==> config.mk <==
export PLATFORM = sky130hd
export DESIGN_NAME = roba_mult_pipe
export DESIGN_NICKNAME = d
export VERILOG_FILES = /design/src/rtl/roba_mult_pipe.sv
export SDC_FILE = /design/constraint.sdc
export NUM_CORES = 1
export LEC_CHECK = 0
export CAP_MARGIN = 15
export CORE_ASPECT_RATIO = 1.75
export CORE_MARGIN = 2
export CORE_UTILIZATION = 23
export CTS_BUF_LIST = sky130_fd_sc_hd__clkbuf_16
export CTS_CLUSTER_DIAMETER = 50
export DETAILED_ROUTE_END_ITERATION = 12
export GPL_ROUTABILITY_DRIVEN = 0
export PLACE_DENSITY = 0.47
export SYNTH_ARGS = -nofsm -noshare
export SYNTH_HDL_FRONTEND = slang
export SYNTH_SLANG_ARGS = --single-unit
export TNS_END_PERCENT = 5
==> constraint.sdc <==
create_clock -name clk -period 5.1 [get_ports clk]
set_input_delay 1.02 -clock clk [delete_from_list [all_inputs] [get_ports clk]]
set_output_delay 1.02 -clock clk [all_outputs]
set_load 0.005 [all_outputs]
==> src/rtl/roba_mult_pipe.sv <==
// Pipelined rounding-based approximate (RoBA) multiplier with signed/unsigned operands,
// runtime exact/approximate mode, valid/ready flow control and an accepted-operation counter.
module roba_mult_pipe #(
    parameter  int A_BW   = 8,
    parameter  int B_BW   = 8,
    parameter  int CNT_BW = 16,
    localparam int R_BW   = A_BW + B_BW + 1
) (
    input  logic              clk,
    input  logic              rst_n,
    input  logic              in_valid,
    output logic              in_ready,
    input  logic [A_BW-1:0]   in_a,
    input  logic [B_BW-1:0]   in_b,
    input  logic              in_signed,
    input  logic              in_exact,
    output logic              out_valid,
    input  logic              out_ready,
    output logic [R_BW-1:0]   out_r,
    output logic [CNT_BW-1:0] op_count
);

    localparam int MW = (A_BW > B_BW) ? A_BW : B_BW;
    localparam int EW = $clog2(A_BW + B_BW + 2);

    // Exponent of the nearest power of two; the bit just below the leading one decides
    // whether to round up, so ties go up. Callers handle the zero case separately.
    function automatic logic [EW-1:0] round_exp(input logic [MW-1:0] x);
        logic [MW:0] below;
        below     = {x, 1'b0};
        round_exp = '0;
        for (int i = 0; i < MW; i++) begin
            if (x[i]) begin
                round_exp = below[i] ? EW'(i + 1) : EW'(i);
            end
        end
    endfunction

    logic              stall;
    logic              advance;
    logic              take;

    logic              v1;
    logic              s1;
    logic              ex1;
    logic [A_BW-1:0]   ma1;
    logic [B_BW-1:0]   mb1;

    logic              v2;
    logic              s2;
    logic [R_BW-1:0]   t1_2;
    logic [R_BW-1:0]   t2_2;
    logic [R_BW-1:0]   t3_2;

    logic [A_BW-1:0]   mag_a;
    logic [B_BW-1:0]   mag_b;
    logic              sign_in;

    logic [EW-1:0]     exp_a;
    logic [EW-1:0]     exp_b;
    logic              zero_a;
    logic              zero_b;
    logic [R_BW-1:0]   term_arb;
    logic [R_BW-1:0]   term_bra;
    logic [R_BW-1:0]   term_arbr;
    logic [R_BW-1:0]   prod_exact;
    logic [R_BW-1:0]   p;

    assign stall    = out_valid & ~out_ready;
    assign advance  = ~stall;
    assign in_ready = ~stall;
    assign take     = in_valid & in_ready;

    // The negated minimum signed value wraps back onto itself, which read as unsigned is 2^(W-1).
    assign mag_a   = (in_signed & in_a[A_BW-1]) ? -in_a : in_a;
    assign mag_b   = (in_signed & in_b[B_BW-1]) ? -in_b : in_b;
    assign sign_in = in_signed & (in_a[A_BW-1] ^ in_b[B_BW-1]);

    assign exp_a  = round_exp(MW'(ma1));
    assign exp_b  = round_exp(MW'(mb1));
    assign zero_a = (ma1 == '0);
    assign zero_b = (mb1 == '0);

    // Rounded operands are powers of two, so every partial product is a shift.
    assign term_arb   = zero_a ? '0 : (R_BW'(mb1) << exp_a);
    assign term_bra   = zero_b ? '0 : (R_BW'(ma1) << exp_b);
    assign term_arbr  = (zero_a | zero_b) ? '0 : (R_BW'(1) << (exp_a + exp_b));
    assign prod_exact = R_BW'(ma1) * R_BW'(mb1);

    // Exact mode reuses the first term slot so the combine stage needs no mode mux.
    assign p = t1_2 + t2_2 - t3_2;

    always_ff @(posedge clk) begin
        if (!rst_n) begin
            v1        <= 1'b0;
            s1        <= 1'b0;
            ex1       <= 1'b0;
            ma1       <= '0;
            mb1       <= '0;
            v2        <= 1'b0;
            s2        <= 1'b0;
            t1_2      <= '0;
            t2_2      <= '0;
            t3_2      <= '0;
            out_valid <= 1'b0;
            out_r     <= '0;
            op_count  <= '0;
        end else begin
            if (take) begin
                op_count <= op_count + CNT_BW'(1);
            end
            if (advance) begin
                v1        <= in_valid;
                s1        <= sign_in;
                ex1       <= in_exact;
                ma1       <= mag_a;
                mb1       <= mag_b;

                v2        <= v1;
                s2        <= s1;
                t1_2      <= ex1 ? prod_exact : term_arb;
                t2_2      <= ex1 ? '0 : term_bra;
                t3_2      <= ex1 ? '0 : term_arbr;

                out_valid <= v2;
                out_r     <= s2 ? -p : p;
            end
        end
    end

endmodule
==> flow_metrics.env <==
export IMPL_post_cts_setup_buffers=0
export IMPL_fin_crit_sh_pct=93.5
export IMPL_rsz0062_at_grt="false"
export IMPL_irDropWorstVdd_mv=0.240
export IMPL_grt_use_total_pct=14.2
export IMPL_cap_violations=0
export IMPL_synth_main_ff_cell="dfxtp_1"
export IMPL_rrSetupSlack_ns=0.33
export IMPL_arrival_ns=5.00
export IMPL_finalMaxSlewViolations=0
export IMPL_io_pins=57
export IMPL_root_buffer="clkbuf_16"
export IMPL_r2r_end="t1_2[15]"
export IMPL_crit_start="mb1[4]"
export IMPL_tns_ns=0
export IMPL_yosysTopAreaCellShare_pct=23.8
export IMPL_gr_total_overflow=0
export IMPL_port_buffers=56
export IMPL_yosysMostFrequentCell="inv_1"
export IMPL_timing_setup_critical_path_class="flip-flop to flip-flop"
export IMPL_synth_cell_types=73
export IMPL_slew_headroom_pct=51.0
export IMPL_cts_htree_levels=3
export IMPL_hp_class="flip-flop to flip-flop"
export IMPL_firstDrtPassIters=5
export IMPL_finalPower_uw=3510
export IMPL_postPlaceCellArea_um2=10100
export IMPL_fmax_mhz=210
export IMPL_avgViaCountPerCell=4.75
export IMPL_worst_setup_path_end_kind="flip-flop"
export IMPL_synth_seq_area_share_pct=23.8
export IMPL_grt_pass1_wl_um=44800
export IMPL_hpwl_um=23200
export IMPL_synth_avg_cell_area_um2=8.02
export IMPL_async_reset_ff_share_pct=0
export IMPL_area_delta_synth_final_pct=16.1
export IMPL_synth_area_leaders="dfxtp_1 (24%), fa_1 (12%), ha_1 (8.5%)"
export IMPL_wl_um=28700
export IMPL_leakage_uw=0.00443
export IMPL_skew_ns=0.0153
export IMPL_drive_gt1_share_pct=5.29
export IMPL_grt_max_degree=65
export IMPL_use_met3_pct=1.50
export IMPL_route_vias_total=7783
export IMPL_numCtsBuffers=9
export IMPL_nets=1285
export IMPL_cts_tree="built"
export IMPL_timing_rr_start="mb1[4]"
export IMPL_busiest_layer="met2"
export IMPL_design_area_um2=10400
export IMPL_slowest_stage="fa_1"
export IMPL_antenna_found_initial=0
export IMPL_syn_cell_area_um2=8930
export IMPL_power_density_nw_per_um2=339
export IMPL_worst_pin_slew_ns=0.730
export IMPL_critPathMaxStageDelay_ns=0.60
export IMPL_use_met2_pct=28.7
export IMPL_post_route_util_pct=27.0
export IMPL_synthTopCellsByCount="inv_1 (134), nor2_1 (123), dfxtp_1 (106)"
export IMPL_grt_pass1_vias=8007
export IMPL_final_antenna_net_count=0
export IMPL_status="completed"
export IMPL_yosys_register_bits=106
export IMPL_clk_insertion_delay_late_ns=0.38
export IMPL_fp_dieW_um=153
export IMPL_yosysTopAreaCell="dfxtp_1"
export IMPL_antenna_cells=0
export IMPL_cp_required_ns=5.33
export IMPL_use_met1_pct=14.0
export IMPL_clock_path_buffers=2
export IMPL_rows=95
export IMPL_synth_edf_count=0
export IMPL_clock_sinks=106
export IMPL_drt_first_iter_violations=351
export IMPL_initial_core_util_pct=23.3
export IMPL_crit_chain="and2_1 > fa_1 > fa_1 > inv_1 > fa_1 > fa_1 > inv_1 > ha_1 > o21ai_0 > a21boi_0 > o21ai_1 > a21oi_1 > a31oi_1 > o21ai_0 > mux2i_1 > a221oi_1"
export IMPL_worstPathMaxFanout=9
export IMPL_multiInputGateArea_um2=6040
export IMPL_ys_warn_count=0
export IMPL_seqCellArea_um2=2120
export IMPL_critPathLaunchType="flip-flop"
export IMPL_cts_resized=0
export IMPL_cts_clk_slew_worst_paths_ns=0.08
export IMPL_crit_end="t1_2[15]"
export IMPL_die_y_um=265
export IMPL_dieArea_um2=40500
export IMPL_finalSetupViolCount=0
export IMPL_drcViolationCount=0
export IMPL_hold_violations=0
export IMPL_crit_top_cell="fa_1"
export IMPL_rr_worst_depth=16
export IMPL_syn_nets=1250
export IMPL_min_period_ns=4.77
export IMPL_hold_buffers=0
export IMPL_core_area_um2=38400
export IMPL_nFillCells=4179
export IMPL_synthCells=1114
export IMPL_avgRoutedWirePerCell_um=17.5
## metal layers
metal  wire length [um]  vias up
met5                  0        -
met4               1200        0
met3                520       42
met2              16600      117
met1              10300     3770
li1                   -     3854
## placed cells by master (no fill, tap or decap), drive strengths merged, types with 9 or more instances in the layout
master	Yosys	layout
a211oi	28	28
a21o	11	11
a21oi	68	68
a221oi	12	12
a22oi	16	16
and2	54	54
and3	16	16
buf	6	27
clkbuf	53	9
clkdlybuf4s50	0	56
dfxtp	106	106
fa	53	53
ha	61	61
inv	135	138
mux2i	27	27
nand2	98	98
nand3	27	27
nor2	123	123
nor3	11	11
o21ai	35	35
or3	11	11
xnor2	34	34
xor2	25	25
## power breakdown
group | leakage, uW | total [uW] | switching (uW) | internal, uW
clock | 0.000146 | 740 | 355 | 386
combinational | 0.00342 | 1770 | 1050 | 722
sequential | 0.000867 | 997 | 72.3 | 924
total | 0.00443 | 3510 | 1480 | 2030
## final cells by class
class | instances | area share [%]
Multi-Input combinational cell | 811 | 58.3
Timing Repair Buffer | 83 | 7.48
Tap cell | 485 | 5.85
Clock buffer | 9 | 2.17
Clock inverter | 7 | 0.724
Sequential cell | 106 | 20.5
Inverter | 138 | 5.01
## through the flow
step | worst slack (ns) | cells | hold WS [ns]
after floorplan | 0.453 | 1114 | 0.432
after detailed placement | 0.284 | 1623 | 0.446
after CTS | 0.249 | 1639 | 0.455
final | 0.332 | 1639 | 0.453
after global placement | 0.361 | 1623 | 0.441
after global routing | 0.00179 | 1639 | 0.476
## registers in the layout (all words and copies together), names as in the netlist, 8 cells and up
register and count:
ma1 8, t3_2 17, t2_2 17, mb1 8, op_count 16, t1_2 17, out_r 17
## how the worst min path moves through the flow
stage               startpoint  end  slack [ns]  cells after the start
global route                v1   v2        0.48                      2
global placement            v2   v2        0.44                      2
CTS                         v2   v2        0.45                      2
detailed placement          v2   v2        0.45                      2
finish                      v2   v2        0.45                      2
floorplan                   s1   s1        0.43                      2
## cells by family after synthesis
| logic type | Yosys count | synth area share, % |
|---|---|---|
| AO/OA/AOI/OAI | 238 | 18.3 |
| XOR/XNOR | 59 | 5.79 |
| adder cells (fa/ha/maj) | 114 | 20.4 |
| buffers and inverters | 197 | 8.77 |
| flip-flops | 106 | 23.8 |
| multiplexers | 29 | 3.40 |
| AND/OR/NAND/NOR | 371 | 19.5 |
## critical path, delay by kind of cell (launching register included)
kind / cells / cell delay (ns)
multiplexers: 1 / 0.21
AO/OA/AOI/OAI: 7 / 1.27
buffers and inverters: 2 / 0.11
flip-flops: 1 / 0.42
AND/OR/NAND/NOR: 1 / 0.21
adder cells (fa/ha/maj): 5 / 2.40
Note: power is estimated with default switching activity, not from simulation.
